### config.mk
export PLATFORM = sky130hd
export DESIGN_NAME = operand_fetch
export DESIGN_NICKNAME = d
export VERILOG_FILES = /design/src/rtl/operand_fetch.sv
export SDC_FILE = /design/constraint.sdc
export NUM_CORES = 1
export LEC_CHECK = 0
export CAP_MARGIN = 20
export CORE_MARGIN = 2
export CORE_UTILIZATION = 47
export DETAILED_ROUTE_END_ITERATION = 12
export PLACE_DENSITY = 0.81
export SYNTH_ARGS = -nofsm -noshare
export SYNTH_HDL_FRONTEND = slang
export SYNTH_SLANG_ARGS = --single-unit
### constraint.sdc
create_clock -name clk -period 5.6 [get_ports clk]
set_input_delay 1.12 -clock clk [delete_from_list [all_inputs] [get_ports clk]]
set_output_delay 1.12 -clock clk [all_outputs]
set_load 0.02 [all_outputs]
### src/rtl/operand_fetch.sv
// Operand-fetch stage: drives register-file reads, bypasses same-edge writeback,
// and keeps presented operands coherent with writes that land while stalled.
module operand_fetch #(
  parameter int ADDR_WIDTH = 5,
  parameter int DATA_WIDTH = 32,
  parameter int TAG_WIDTH  = 8,
  parameter bit ZERO_REG   = 1'b1
) (
  input  logic                  clk,
  input  logic                  rst,
  input  logic                  in_valid,
  output logic                  in_ready,
  input  logic [ADDR_WIDTH-1:0] in_rs1,
  input  logic [ADDR_WIDTH-1:0] in_rs2,
  input  logic [TAG_WIDTH-1:0]  in_tag,
  output logic [ADDR_WIDTH-1:0] rf_rd_addr1,
  output logic [ADDR_WIDTH-1:0] rf_rd_addr2,
  input  logic [DATA_WIDTH-1:0] rf_rd_data1,
  input  logic [DATA_WIDTH-1:0] rf_rd_data2,
  input  logic                  wb_en,
  input  logic [ADDR_WIDTH-1:0] wb_addr,
  input  logic [DATA_WIDTH-1:0] wb_data,
  output logic                  out_valid,
  input  logic                  out_ready,
  output logic [DATA_WIDTH-1:0] out_op1,
  output logic [DATA_WIDTH-1:0] out_op2,
  output logic [ADDR_WIDTH-1:0] out_rs1,
  output logic [ADDR_WIDTH-1:0] out_rs2,
  output logic [TAG_WIDTH-1:0]  out_tag
);

  typedef enum logic [1:0] {S_EMPTY, S_FRESH, S_HELD} state_t;

  state_t                r_state;
  state_t                w_state_nxt;
  logic                  r_out_valid;
  logic [ADDR_WIDTH-1:0] r_rs1, r_rs2;
  logic [TAG_WIDTH-1:0]  r_tag;
  logic                  r_byp1, r_byp2;
  logic [DATA_WIDTH-1:0] r_bdata1, r_bdata2;
  logic [DATA_WIDTH-1:0] r_hold1, r_hold2;
  logic                  w_accept;
  logic                  w_zero1, w_zero2;
  logic [DATA_WIDTH-1:0] w_op1, w_op2;

  // FRESH takes the register-file data unless a write hit the same edge as accept.
  function automatic logic [DATA_WIDTH-1:0] sel_op(
    input state_t                st,
    input logic                  zero,
    input logic                  byp,
    input logic [DATA_WIDTH-1:0] bdata,
    input logic [DATA_WIDTH-1:0] rfd,
    input logic [DATA_WIDTH-1:0] hold
  );
    logic [DATA_WIDTH-1:0] v;
    v = '0;
    if (!zero) begin
      if (st == S_FRESH)     v = byp ? bdata : rfd;
      else if (st == S_HELD) v = hold;
    end
    return v;
  endfunction

  function automatic logic [DATA_WIDTH-1:0] hold_nxt(
    input logic                  zero,
    input logic [ADDR_WIDTH-1:0] rs,
    input logic [DATA_WIDTH-1:0] cur
  );
    return (wb_en && (wb_addr == rs) && !zero) ? wb_data : cur;
  endfunction

  assign in_ready    = !rst && ((r_state == S_EMPTY) || out_ready);
  assign w_accept    = in_valid && in_ready;
  assign rf_rd_addr1 = in_rs1;
  assign rf_rd_addr2 = in_rs2;

  assign w_zero1 = ZERO_REG && (r_rs1 == '0);
  assign w_zero2 = ZERO_REG && (r_rs2 == '0);
  assign w_op1   = sel_op(r_state, w_zero1, r_byp1, r_bdata1, rf_rd_data1, r_hold1);
  assign w_op2   = sel_op(r_state, w_zero2, r_byp2, r_bdata2, rf_rd_data2, r_hold2);

  always_comb begin
    w_state_nxt = r_state;
    case (r_state)
      S_EMPTY: if (w_accept) w_state_nxt = S_FRESH;
      default: begin
        if (out_ready) w_state_nxt = w_accept ? S_FRESH : S_EMPTY;
        else           w_state_nxt = S_HELD;
      end
    endcase
  end

  always_ff @(posedge clk or posedge rst) begin
    if (rst) begin
      r_state     <= S_EMPTY;
      r_out_valid <= 1'b0;
      r_rs1       <= '0;
      r_rs2       <= '0;
      r_tag       <= '0;
      r_byp1      <= 1'b0;
      r_byp2      <= 1'b0;
      r_bdata1    <= '0;
      r_bdata2    <= '0;
      r_hold1     <= '0;
      r_hold2     <= '0;
    end else begin
      r_state     <= w_state_nxt;
      r_out_valid <= (w_state_nxt != S_EMPTY);
      if (w_accept) begin
        r_rs1    <= in_rs1;
        r_rs2    <= in_rs2;
        r_tag    <= in_tag;
        r_byp1   <= wb_en && (wb_addr == in_rs1);
        r_byp2   <= wb_en && (wb_addr == in_rs2);
        r_bdata1 <= wb_data;
        r_bdata2 <= wb_data;
      end
      // Stalled: fold in any write that lands on the presented sources.
      if ((r_state != S_EMPTY) && !out_ready) begin
        r_hold1 <= hold_nxt(w_zero1, r_rs1, w_op1);
        r_hold2 <= hold_nxt(w_zero2, r_rs2, w_op2);
      end
    end
  end

  assign out_valid = r_out_valid;
  assign out_op1   = w_op1;
  assign out_op2   = w_op2;
  assign out_rs1   = r_rs1;
  assign out_rs2   = r_rs2;
  assign out_tag   = r_tag;

endmodule

==> results of run 1 <==
[final timing paths]
kind / depth (start not counted) / from / to
worst max-delay path: 4 / out_rs2[1]$_DFFE_PP0P_ / out_op2[31]
worst min-delay path: 2 / out_tag[4]$_DFFE_PP0P_ / out_tag[4]$_DFFE_PP0P_
worst max register to register: 5 / out_rs2[1]$_DFFE_PP0P_ / r_hold2[10]$_DFFE_PP0P_
worst min register to register: 2 / out_tag[4]$_DFFE_PP0P_ / out_tag[4]$_DFFE_PP0P_
max in group asynchronous: 3 / rst / r_bdata2[9]$_DFFE_PP0P_
min in group asynchronous: 2 / rst / out_rs1[0]$_DFFE_PP0P_
[layer usage]
layer	up-vias	share of wire, %	global-route usage, %
met3	43	6.4	6.090
met4	0	2.9	11.08
li1	2981	-	-
met1	3029	43	36.44
met2	260	48	46.29
met5	-	0	0
[sequential cells by signal, summed over array words and instances (netlist names)]
register   cells
r_state        2
out_rs2        5
r_byp2         1
out_rs1        5
r_bdata2      32
out_tag        8
out_valid      1
r_byp1         1
r_hold1       32
r_hold2       32
[cells in the final DEF, fill, tap and decap left out, types with 5 or more instances in the layout]
master           instances
nand2_1                154
clkdlybuf4s50_1        217
dfrtp_1                117
xnor2_1                  8
inv_1                   33
xor2_1                  12
o21ai_0                 67
o221ai_1                32
a21oi_1                 32
nor2b_1                 30
clkbuf_16               17
a221o_1                 29
buf_4                    9
nor2_1                  65
mux2i_1                 64
and2_1                  32
clkinvlp_4               5
[stage by stage]
step	util, %	cells	instance area (um2)	setup WS, ns	hold slack [ns]
floorplan	-	772	6725	0.5261	0.4562
global placement	64.00	1109	8919	1.726	0.4567
detailed placement	64.00	1109	8919	1.731	0.4631
CTS	68.50	1141	9545	1.418	0.4775
global route	68.50	1141	9545	1.331	0.5005
finish	68.50	1141	9545	1.417	0.4728
[power groups by stage]
stage / combinational (mW) / clock (mW) / sequential (mW)
floorplan: 0.330 / 0 / 1.08
global placement: 0.624 / 0 / 1.08
detailed placement: 0.635 / 0 / 1.08
CTS: 0.639 / 1.15 / 1.07
global route: 0.691 / 1.19 / 1.09
finish: 0.635 / 1.14 / 1.07
[Yosys cell counts (2+ instances only)]
cell type  count
a21oi_1       32
a221o_1       29
a221o_2        3
and2_1        32
buf_1          2
buf_2         12
buf_4         10
buf_6          4
clkbuf_1      41
dfrtp_1      119
inv_1         34
mux2i_1       64
nand2_1      154
nand3_1        3
nor2_1        66
nor2b_1       31
nor4_1         3
o21ai_0       67
o21bai_1       2
o221ai_1      32
xnor2_1        8
xor2_1        12
[layout make-up]
type / count / area [um2]
clock buffer: 21 / 480.5
timing repair buffer: 226 / 2240
clock inverter: 11 / 146.4
inverter: 35 / 133.9
sequential: 119 / 2980
multi-input combinational: 549 / 3339
fill: 1133 / 4389
tap: 180 / 225.2
[cells by family (layout without fill, tap and decap cells)]
group / after synthesis / in the layout / share of synthesized area [%]
buffers and inverters: 104 / 293 / 7.033
DFF: 119 / 119 / 44.28
AOI/OAI and AO/OA: 167 / 167 / 16.80
muxes: 64 / 64 / 9.526
xor gates and xnor gates: 20 / 20 / 2.605
and+or+nand+nor: 298 / 298 / 19.76
[worst min-delay path, cell delays in order (launching register included)]
cell and delay [ns]:
dfrtp_1 0.34, nand2_1 0.05, nand2_1 0.06
==> flow_summary_export.csv, run 1 <==
group,metric,value,unit
synthesis,synthCells,772,
synthesis,synth_edf_count,0,
sta,fin_skew,0.01117,ns
synthesis,yosysWarningCount,0,
synthesis,ys_seq_area_share,44.28,%
die,num_rows,43,
die,die_w,123.6,um
worst_setup_path,r2r_slack,2.44,ns
worst_setup_path,arrival,3.06,ns
global_route,grt_pass1_vias,6296,
pwr,switchingPower,0.8190,mW
worst_setup_path,crit_type,"flip-flop to output pin",
final_layout,drive_gt1_share,6.035,%
final_layout,diodes,0,
synthesis,synth.area.top_cells,"dfrtp_1 44%, mux2i_1 9.5%, nand2_1 8.6%",
route,via_per_inst,5.533,
synthesis,synth.distinct_cells,34,
sta,tightest_slew,1.166,ns
synthesis,ys_ff_latch,119,
sta,slew_violations,0,
clock_tree,cts-hold-fix-buffers,0,
synthesis,synth_ff_type,"dfrtp_1",
sta,rsz0062_at_grt,"no",
die,core_region_area,13930,um2
final_layout,area_delta_synth_final,41.93,%
clock_tree,post_cts_buffers,0,
clock_tree,cts_sinks,119,
sta,hold_violations,0,
route,vias,6313,
die,die-area,15280,um2
synthesis,async_reset_ff_share,100.0,%
clock_tree,cts.repair.resized,0,
worst_setup_path,end_kind,"output pin",
clock_tree,ctsLongestPathBuffers,2,
pwr,p_clk_share,40.0,%
worst_hold_path,min-delay-path-class,"flip-flop to flip-flop",
clock_tree,clk_latency,0.42,ns
worst_setup_path,path_cells,"or4_4 -> nor2_4 -> and2b_2 -> clkdlybuf4s50_1",
route,wl,21100,um
placed_design,routabilityCongestion,0.8369,
route,firstDrtPassIters,6,
sta,clock.fmax,239.1,MHz
sta,setup-violations-final,0,
worst_setup_path,required,4.48,ns
global_route,grt_remaining_overflow,0,
clock_tree,cts.reportedPaths.clkPinSlew,0.06,ns
pwr,ir_drop,0.2063,mV
worst_setup_path,slowest_stage,"nor2_4",
pwr,comb_power_share,22.3,%
global_route,track_usage,28.19,%
worst_setup_path,critical_path_peak_fanout,33,
clock_tree,tritoncts,"done",
route,drtAntennaViolNets,0,
sta,slew_headroom,22.27,%
placed_design,port_buffers,217,
clock_tree,cts_buffers,17,
synthesis,synth_nets,896,
placed_design,hpwl,13840,um
route,wl_per_cell,18.49,um
pwr,power_frac_seq,37.7,%
worst_setup_path,worst_setup_path_start_kind,"flip-flop",
worst_setup_path,cpPeakStageDelay,0.77,ns
synthesis,synth_top_cell_by_area,"dfrtp_1",
synthesis,netlist.area_leader.share,44.28,%
sta,finalCritPeriodShare,74.70,%
outcome,status,"completed",
synthesis,syn_avg_cell_area,8.711,um2
pwr,leakage,4.088,nW
clock_tree,cts_max_level,4,
sta,post-route-min-period,4.183,ns
synthesis,synth_area,6725,um2
pwr,report.power.total,2.844,mW
worst_setup_path,worstPathBufferInverterCount,1,
clock_tree,cts_root_buf,"clkbuf_16",
pwr,p_int,2.025,mW
global_route,grt_pass1_wl,32680,um
run,maxCapViolations,0,
die,io_pins,218,
route,drc,0,
pwr,swShare,28.80,%
global_route,grt_max_degree,72,
die,initial_core_util,48.26,%
sta,tns,0,ns
pwr,power_density,298.0,nW/um2
final_layout,fin_nets,1072,
worst_setup_path,critical-path-top-delay-family,"simple AND/OR/NAND/NOR gates",
route,drtIter0Drc,434,
global_route,antenna_found_initial,0,
die,chipHeight,123.6,um
No activity file was read; power rests on OpenSTA's default activity.
==> inputs of run 2 (changes only) <==
CORE_UTILIZATION = 42   (was 47)
PLACE_DENSITY = 0.77   (was 0.81)
clock period = 3.5 ns   (was 5.6 ns; I/O delays follow)
==> run 2 against run 1 <==
  * Via count grew 0.54%
  * Flip-flop and latch count is the same
  * Wire length grew 2.9%
==> flow_summary_export.csv, run 2 (same netlist as run 1, synthesis figures left out) <==
group,metric,value,unit
clock_tree,cts_max_level,4,
clock_tree,cts_root_buf,"clkbuf_16",
die,chipHeight,130.5,um
outcome,status,"completed",
global_route,grt_max_degree,120,
worst_setup_path,arrival,2.70,ns
sta,hold_violations,0,
die,core_region_area,15770,um2
sta,clock.fmax,294.5,MHz
global_route,track_usage,25.50,%
sta,tightest_slew,1.038,ns
final_layout,drive_gt1_share,6.804,%
global_route,grt_pass1_vias,6308,
worst_setup_path,reg2reg_from,"out_rs2[1]$_DFFE_PP0P_",
pwr,p_int,3.376,mW
global_route,grt_remaining_overflow,0,
clock_tree,post_cts_buffers,0,
sta,worst_slack,0.1050,ns
worst_setup_path,worst_setup_path_start_kind,"flip-flop",
final_layout,layout_common_cells,"217 x clkdlybuf4s50_1, 154 x nand2_1, 117 x dfrtp_1, 67 x o21ai_0, 65 x nor2_1",
clock_tree,cts-hold-fix-buffers,0,
sta,post-route-min-period,3.395,ns
final_layout,fin_nets,1081,
route,drc,0,
worst_setup_path,critical_path_peak_fanout,19,
clock_tree,cts_sinks,119,
placed_design,routabilityCongestion,0.8394,
worst_setup_path,crit_type,"flip-flop to output pin",
worst_hold_path,min_path_cells,2,
route,wl_met3,1340,um
sta,tns,0,ns
sta,fin_skew,0.01287,ns
route,drtIter0Drc,386,
final_layout,mostFrequentLayoutCell,"clkdlybuf4s50_1",
clock_tree,tritoncts,"done",
die,io_pins,218,
route,vias,6347,
placed_design,hpwl,14750,um
route,route.met2.wl,10520,um
final_layout,area_delta_synth_final,45.56,%
pwr,ir_drop,0.3811,mV
placed_design,pre_cts_ws,0.3893,ns
route,firstDrtPassIters,5,
worst_hold_path,hold_start,"out_tag[7]$_DFFE_PP0P_",
sta,slew_violations,0,
final_layout,reg_top3,"r_bdata2: 32 flops, r_hold1: 32 flops, r_hold2: 32 flops",
pwr,p_clk_share,41.0,%
route,top_layer_used,"met4",
placed_design,port_buffers,217,
run,maxCapViolations,0,
global_route,grt_pass1_wl,33340,um
sta,setup-violations-final,0,
die,die-area,17040,um2
final_layout,stdcell_count,1187,
pwr,power_density,478.9,nW/um2
clock_tree,cts_buffers,17,
die,initial_core_util,42.65,%
global_route,antenna_found_initial,0,
die,num_rows,46,
placed_design,dpl_cell_area,9134,um2
sta,finalCritPeriodShare,97.00,%
route,met1_length,9352,um
worst_hold_path,hold_end,"out_tag[7]$_DFFE_PP0P_",
route,wl_per_cell,18.29,um
clock_tree,cts.repair.resized,0,
placed_design,placedCellCount,1154,
route,via_per_inst,5.347,
final_layout,fill_cells,1338,
die,die_w,130.5,um
pwr,comb_power_share,22.5,%
pwr,switchingPower,1.312,mW
sta,slew_headroom,30.56,%
worst_hold_path,min-delay-path-class,"flip-flop to flip-flop",
sta,rsz0062_at_grt,"no",
pwr,power_frac_seq,36.5,%
worst_setup_path,end_kind,"output pin",
clock_tree,clk_latency,0.41,ns
worst_setup_path,required,2.80,ns
final_layout,fin_area,9789,um2
pwr,swShare,27.99,%
pwr,leakage,4.195,nW
route,wl,21710,um
worst_setup_path,r2r_slack,0.88,ns
clock_tree,cts.reportedPaths.clkPinSlew,0.05,ns
worst_setup_path,r2r_cells,6,
worst_setup_path,worst_r2r_endpoint,"r_hold2[11]$_DFFE_PP0P_",
route,drtAntennaViolNets,0,
clock_tree,ctsLongestPathBuffers,2,
## run 2: changes by cell type in the layout (fill, tap and decap cells not counted)
| cell | before | now |
|---|---|---|
| buf_12 | 0 | 8 |
| clkinvlp_4 | 5 | 2 |
| clkbuf_1 | 0 | 2 |
| clkbuf_8 | 4 | 6 |
| buf_4 | 9 | 10 |
| bufinv_16 | 3 | 4 |
| clkinv_1 | 1 | 0 |
| clkinv_2 | 2 | 3 |
| clkinv_4 | 1 | 0 |
| diode_2 | 0 | 1 |
| inv_4 | 1 | 0 |
## run 2: layer usage
layer,global-route usage (%),vias up
li1,-,3001
met1,33.55,3047
met2,41.61,264
met3,5.090,35
met4,10.08,0
met5,0,-
## run 2: layout make-up
cell class / instances / area, um2 / area share [%]
antenna: 1 / 2.502 / 0.02556
sequential: 119 / 2980 / 30.44
tap: 216 / 270.3 / 2.761
multi-input combinational: 549 / 3339 / 34.11
clock inverter: 7 / 137.6 / 1.406
clock buffer: 25 / 515.5 / 5.266
timing repair buffer: 235 / 2407 / 24.59
inverter: 35 / 136.4 / 1.393
## run 2: power by group through the flow
| stage | registers [mW] | clock network (mW) | logic, mW |
|---|---|---|---|
| after floorplan | 1.73 | 0 | 0.531 |
| after global placement | 1.72 | 0 | 1.04 |
| after detailed placement | 1.72 | 0 | 1.06 |
| after CTS | 1.71 | 1.94 | 1.06 |
| after global routing | 1.73 | 2.01 | 1.14 |
| final | 1.71 | 1.92 | 1.05 |
## run 2: how the worst max path moves through the flow
stage | startpoint | endpoint | slack (ns) | cells past startpoint
6_report | out_rs2[1]$_DFFE_PP0P_ | out_op2[3] | 0.10 | 5
5_1_grt | out_rs2[1]$_DFFE_PP0P_ | out_op2[3] | 0.03 | 5
4_1_cts | out_rs2[1]$_DFFE_PP0P_ | out_op2[2] | 0.08 | 5
3_3_place_gp | out_ready | in_ready | 0.48 | 5
2_1_floorplan | rst | r_bdata2[0]$_DFFE_PP0P_ | -0.21 | 5
3_5_place_dp | wb_addr[4] | r_hold2[16]$_DFFE_PP0P_ | 0.39 | 6
## run 2: per-stage QoR
step	power (mW)	util, %	hold slack [ns]
3_5_place_dp	2.780	57.92	0.4614
5_1_grt	4.880	62.06	0.4922
2_1_floorplan	2.256	-	0.4562
3_3_place_gp	2.756	57.92	0.4587
4_1_cts	4.711	62.06	0.4749
6_report	4.688	62.08	0.4729
## run 2: worst max-delay path: stages (launching register included)
cell,delay [ns]
dfrtp_1,0.42
or4_4,0.58
nor2_4,0.42
buf_12,0.24
nor2b_1,0.08
clkdlybuf4s50_1,0.55
==> inputs of run 3 (changes only) <==
--- a/config.mk
+++ b/config.mk
@@ -10,2 +10,3 @@
 export CORE_UTILIZATION = 42
+export CTS_CLUSTER_DIAMETER = 60
 export DETAILED_ROUTE_END_ITERATION = 12
--- a/constraint.sdc
+++ b/constraint.sdc
@@ -3,2 +3,2 @@
 set_output_delay 0.7 -clock clk [all_outputs]
-set_load 0.02 [all_outputs]
+set_load 0.01 [all_outputs]
==> run 3 against run 2 <==
  * Non-clock buffer count is 3 higher
  * Die area stayed put
  * Clock skew down 0.0033 ns
  * Register-to-register slack barely moved
  * Sequential power is essentially flat
  * Sequential share of layout area up 0.28 points
  * Via count rose by 0.60%
  * Critical path type unchanged
  * Highest routed layer unchanged
==> flow_summary_export.csv, run 3 (same netlist as run 1, synthesis figures left out) <==
group,metric,value,unit
outcome,status,"completed",
route,wl,21970,um
route,vias,6385,
global_route,grt_remaining_overflow,0,
pwr,swShare,27.88,%
route,via_per_inst,5.366,
worst_setup_path,slowest_stage,"or4_4",
final_layout,drive_gt1_share,6.886,%
route,drtIter0Drc,461,
clock_tree,post_cts_buffers,0,
worst_setup_path,crit_type,"flip-flop to output pin",
worst_hold_path,min-delay-path-class,"flip-flop to flip-flop",
worst_setup_path,arrival,2.65,ns
worst_setup_path,critical_path_peak_fanout,17,
placed_design,port_buffers,217,
clock_tree,cts_sinks,119,
final_layout,final_core_util,61.51,%
global_route,track_usage,25.95,%
placed_design,hpwl,14780,um
clock_tree,clk_latency,0.42,ns
clock_tree,cts.repair.resized,0,
final_layout,fin_nets,1084,
run,maxCapViolations,0,
die,io_pins,218,
final_layout,area_delta_synth_final,44.24,%
die,die_w,130.5,um
clock_tree,cts-hold-fix-buffers,0,
placed_design,routabilityCongestion,0.8441,
sta,setup-violations-final,0,
route,drtAntennaViolNets,0,
sta,clock.fmax,298.7,MHz
pwr,power_frac_seq,38.3,%
final_layout,mostFrequentLayoutCell,"clkdlybuf4s50_1",
final_layout,reg_top3,"r_bdata2: 32 flops, r_hold1: 32 flops, r_hold2: 32 flops",
sta,finalCritPeriodShare,95.67,%
sta,fin_skew,0.009606,ns
die,chipHeight,130.5,um
route,wl_per_cell,18.46,um
die,num_rows,46,
pwr,power_density,460.0,nW/um2
worst_setup_path,required,2.80,ns
worst_setup_path,path_cells,"or4_4 -> nor2_4 -> buf_4 -> nor2b_1 -> clkdlybuf4s50_1",
worst_setup_path,worst_setup_path_start_kind,"flip-flop",
sta,tightest_slew,0.6773,ns
sta,slew_headroom,54.85,%
pwr,p_clk_share,39.7,%
clock_tree,cts_buffers,17,
pwr,p_int,3.218,mW
sta,slew_violations,0,
placed_design,placedCellCount,1157,
route,drc,0,
global_route,antenna_found_initial,0,
route,firstDrtPassIters,6,
final_layout,layout_common_cells,"217 x clkdlybuf4s50_1, 154 x nand2_1, 117 x dfrtp_1, 67 x o21ai_0, 65 x nor2_1",
pwr,comb_power_share,22.0,%
sta,rsz0062_at_grt,"no",
sta,hold_violations,0,
clock_tree,cts.reportedPaths.clkPinSlew,0.05,ns
pwr,leakage,4.174,nW
die,initial_core_util,42.65,%
clock_tree,cts_max_level,4,
global_route,grt_pass1_vias,6349,
worst_setup_path,end_kind,"output pin",
clock_tree,ctsLongestPathBuffers,2,
global_route,grt_max_degree,120,
global_route,grt_pass1_wl,33860,um
clock_tree,cts_root_buf,"clkbuf_16",
die,core_region_area,15770,um2
pwr,ir_drop,0.3496,mV
clock_tree,tritoncts,"done",
final_layout,stdcell_count,1190,
die,die-area,17040,um2
pwr,switchingPower,1.244,mW
sta,post-route-min-period,3.348,ns
worst_setup_path,cpPeakStageDelay,0.57,ns
## run 3: changes by cell type in the layout (fill, tap and decap cells not counted)
cell | previous run | this run
buf_4 | 10 | 17
buf_12 | 8 | 4
clkbuf_8 | 6 | 2
clkinv_2 | 3 | 6
clkbuf_1 | 2 | 4
bufinv_16 | 4 | 3
clkinv_4 | 0 | 1
clkinvlp_4 | 2 | 1
## run 3: cell type report
type | count | area, um2
antenna | 1 | 2.502
clock buffer | 23 | 467.9
clock inverter | 9 | 123.9
fill | 1358 | 6070
inverter | 35 | 136.4
multi-input combinational | 549 | 3339
sequential | 119 | 2980
tap | 216 | 270.3
timing repair buffer | 238 | 2380
## run 3: metal layers
metal	routed length [um]	vias to the layer above	share of wire, %	GRT usage, %
li1	-	3009	-	-
met1	9627	3070	44	34.65
met2	10370	260	47	41.51
met3	1349	46	6.1	5.497
met4	623	0	2.8	10.33
met5	0	-	0	0
## run 3: worst max-delay path, delay by kind of cell, from the launching register on
| kind | cells | cell delay (ns) |
|---|---|---|
| DFF | 1 | 0.42 |
| and+or+nand+nor | 3 | 0.96 |
| buffers and inverters | 2 | 0.84 |
## run 3: through the flow
stage,setup WS [ns],setup TNS [ns],hold WS [ns],total power [mW],area (um2)
after floorplan,-0.2143,-7.667,0.4562,2.186,6745
after global placement,0.4850,0,0.4612,2.680,9106
after detailed placement,0.4618,0,0.4615,2.706,9106
after CTS,0.1262,0,0.4751,4.487,9698
after global routing,0.05852,0,0.4894,4.650,9698
final,0.1517,0,0.4676,4.462,9701
## run 3: worst paths after layout
path / to / slack [ns] / from / depth (start not counted)
worst min-delay path: out_tag[7]$_DFFE_PP0P_ / 0.47 / out_tag[7]$_DFFE_PP0P_ / 2
max in group asynchronous: r_hold2[13]$_DFFE_PP0P_ / 2.05 / rst / 3
worst max-delay path: out_op2[4] / 0.15 / out_rs2[1]$_DFFE_PP0P_ / 5
worst min register to register: out_tag[7]$_DFFE_PP0P_ / 0.47 / out_tag[7]$_DFFE_PP0P_ / 2
worst max register to register: r_hold2[11]$_DFFE_PP0P_ / 0.87 / out_rs2[1]$_DFFE_PP0P_ / 6
min in group asynchronous: r_hold1[4]$_DFFE_PP0P_ / 0.91 / rst / 3
## run 3: power by group through the flow
stage / Combinational, mW / Clock [mW] / Sequential [mW]
after CTS: 0.986 / 1.79 / 1.71
final: 0.980 / 1.77 / 1.71
after global placement: 0.963 / 0 / 1.72
after floorplan: 0.487 / 0 / 1.70
after global routing: 1.07 / 1.85 / 1.73
after detailed placement: 0.979 / 0 / 1.73
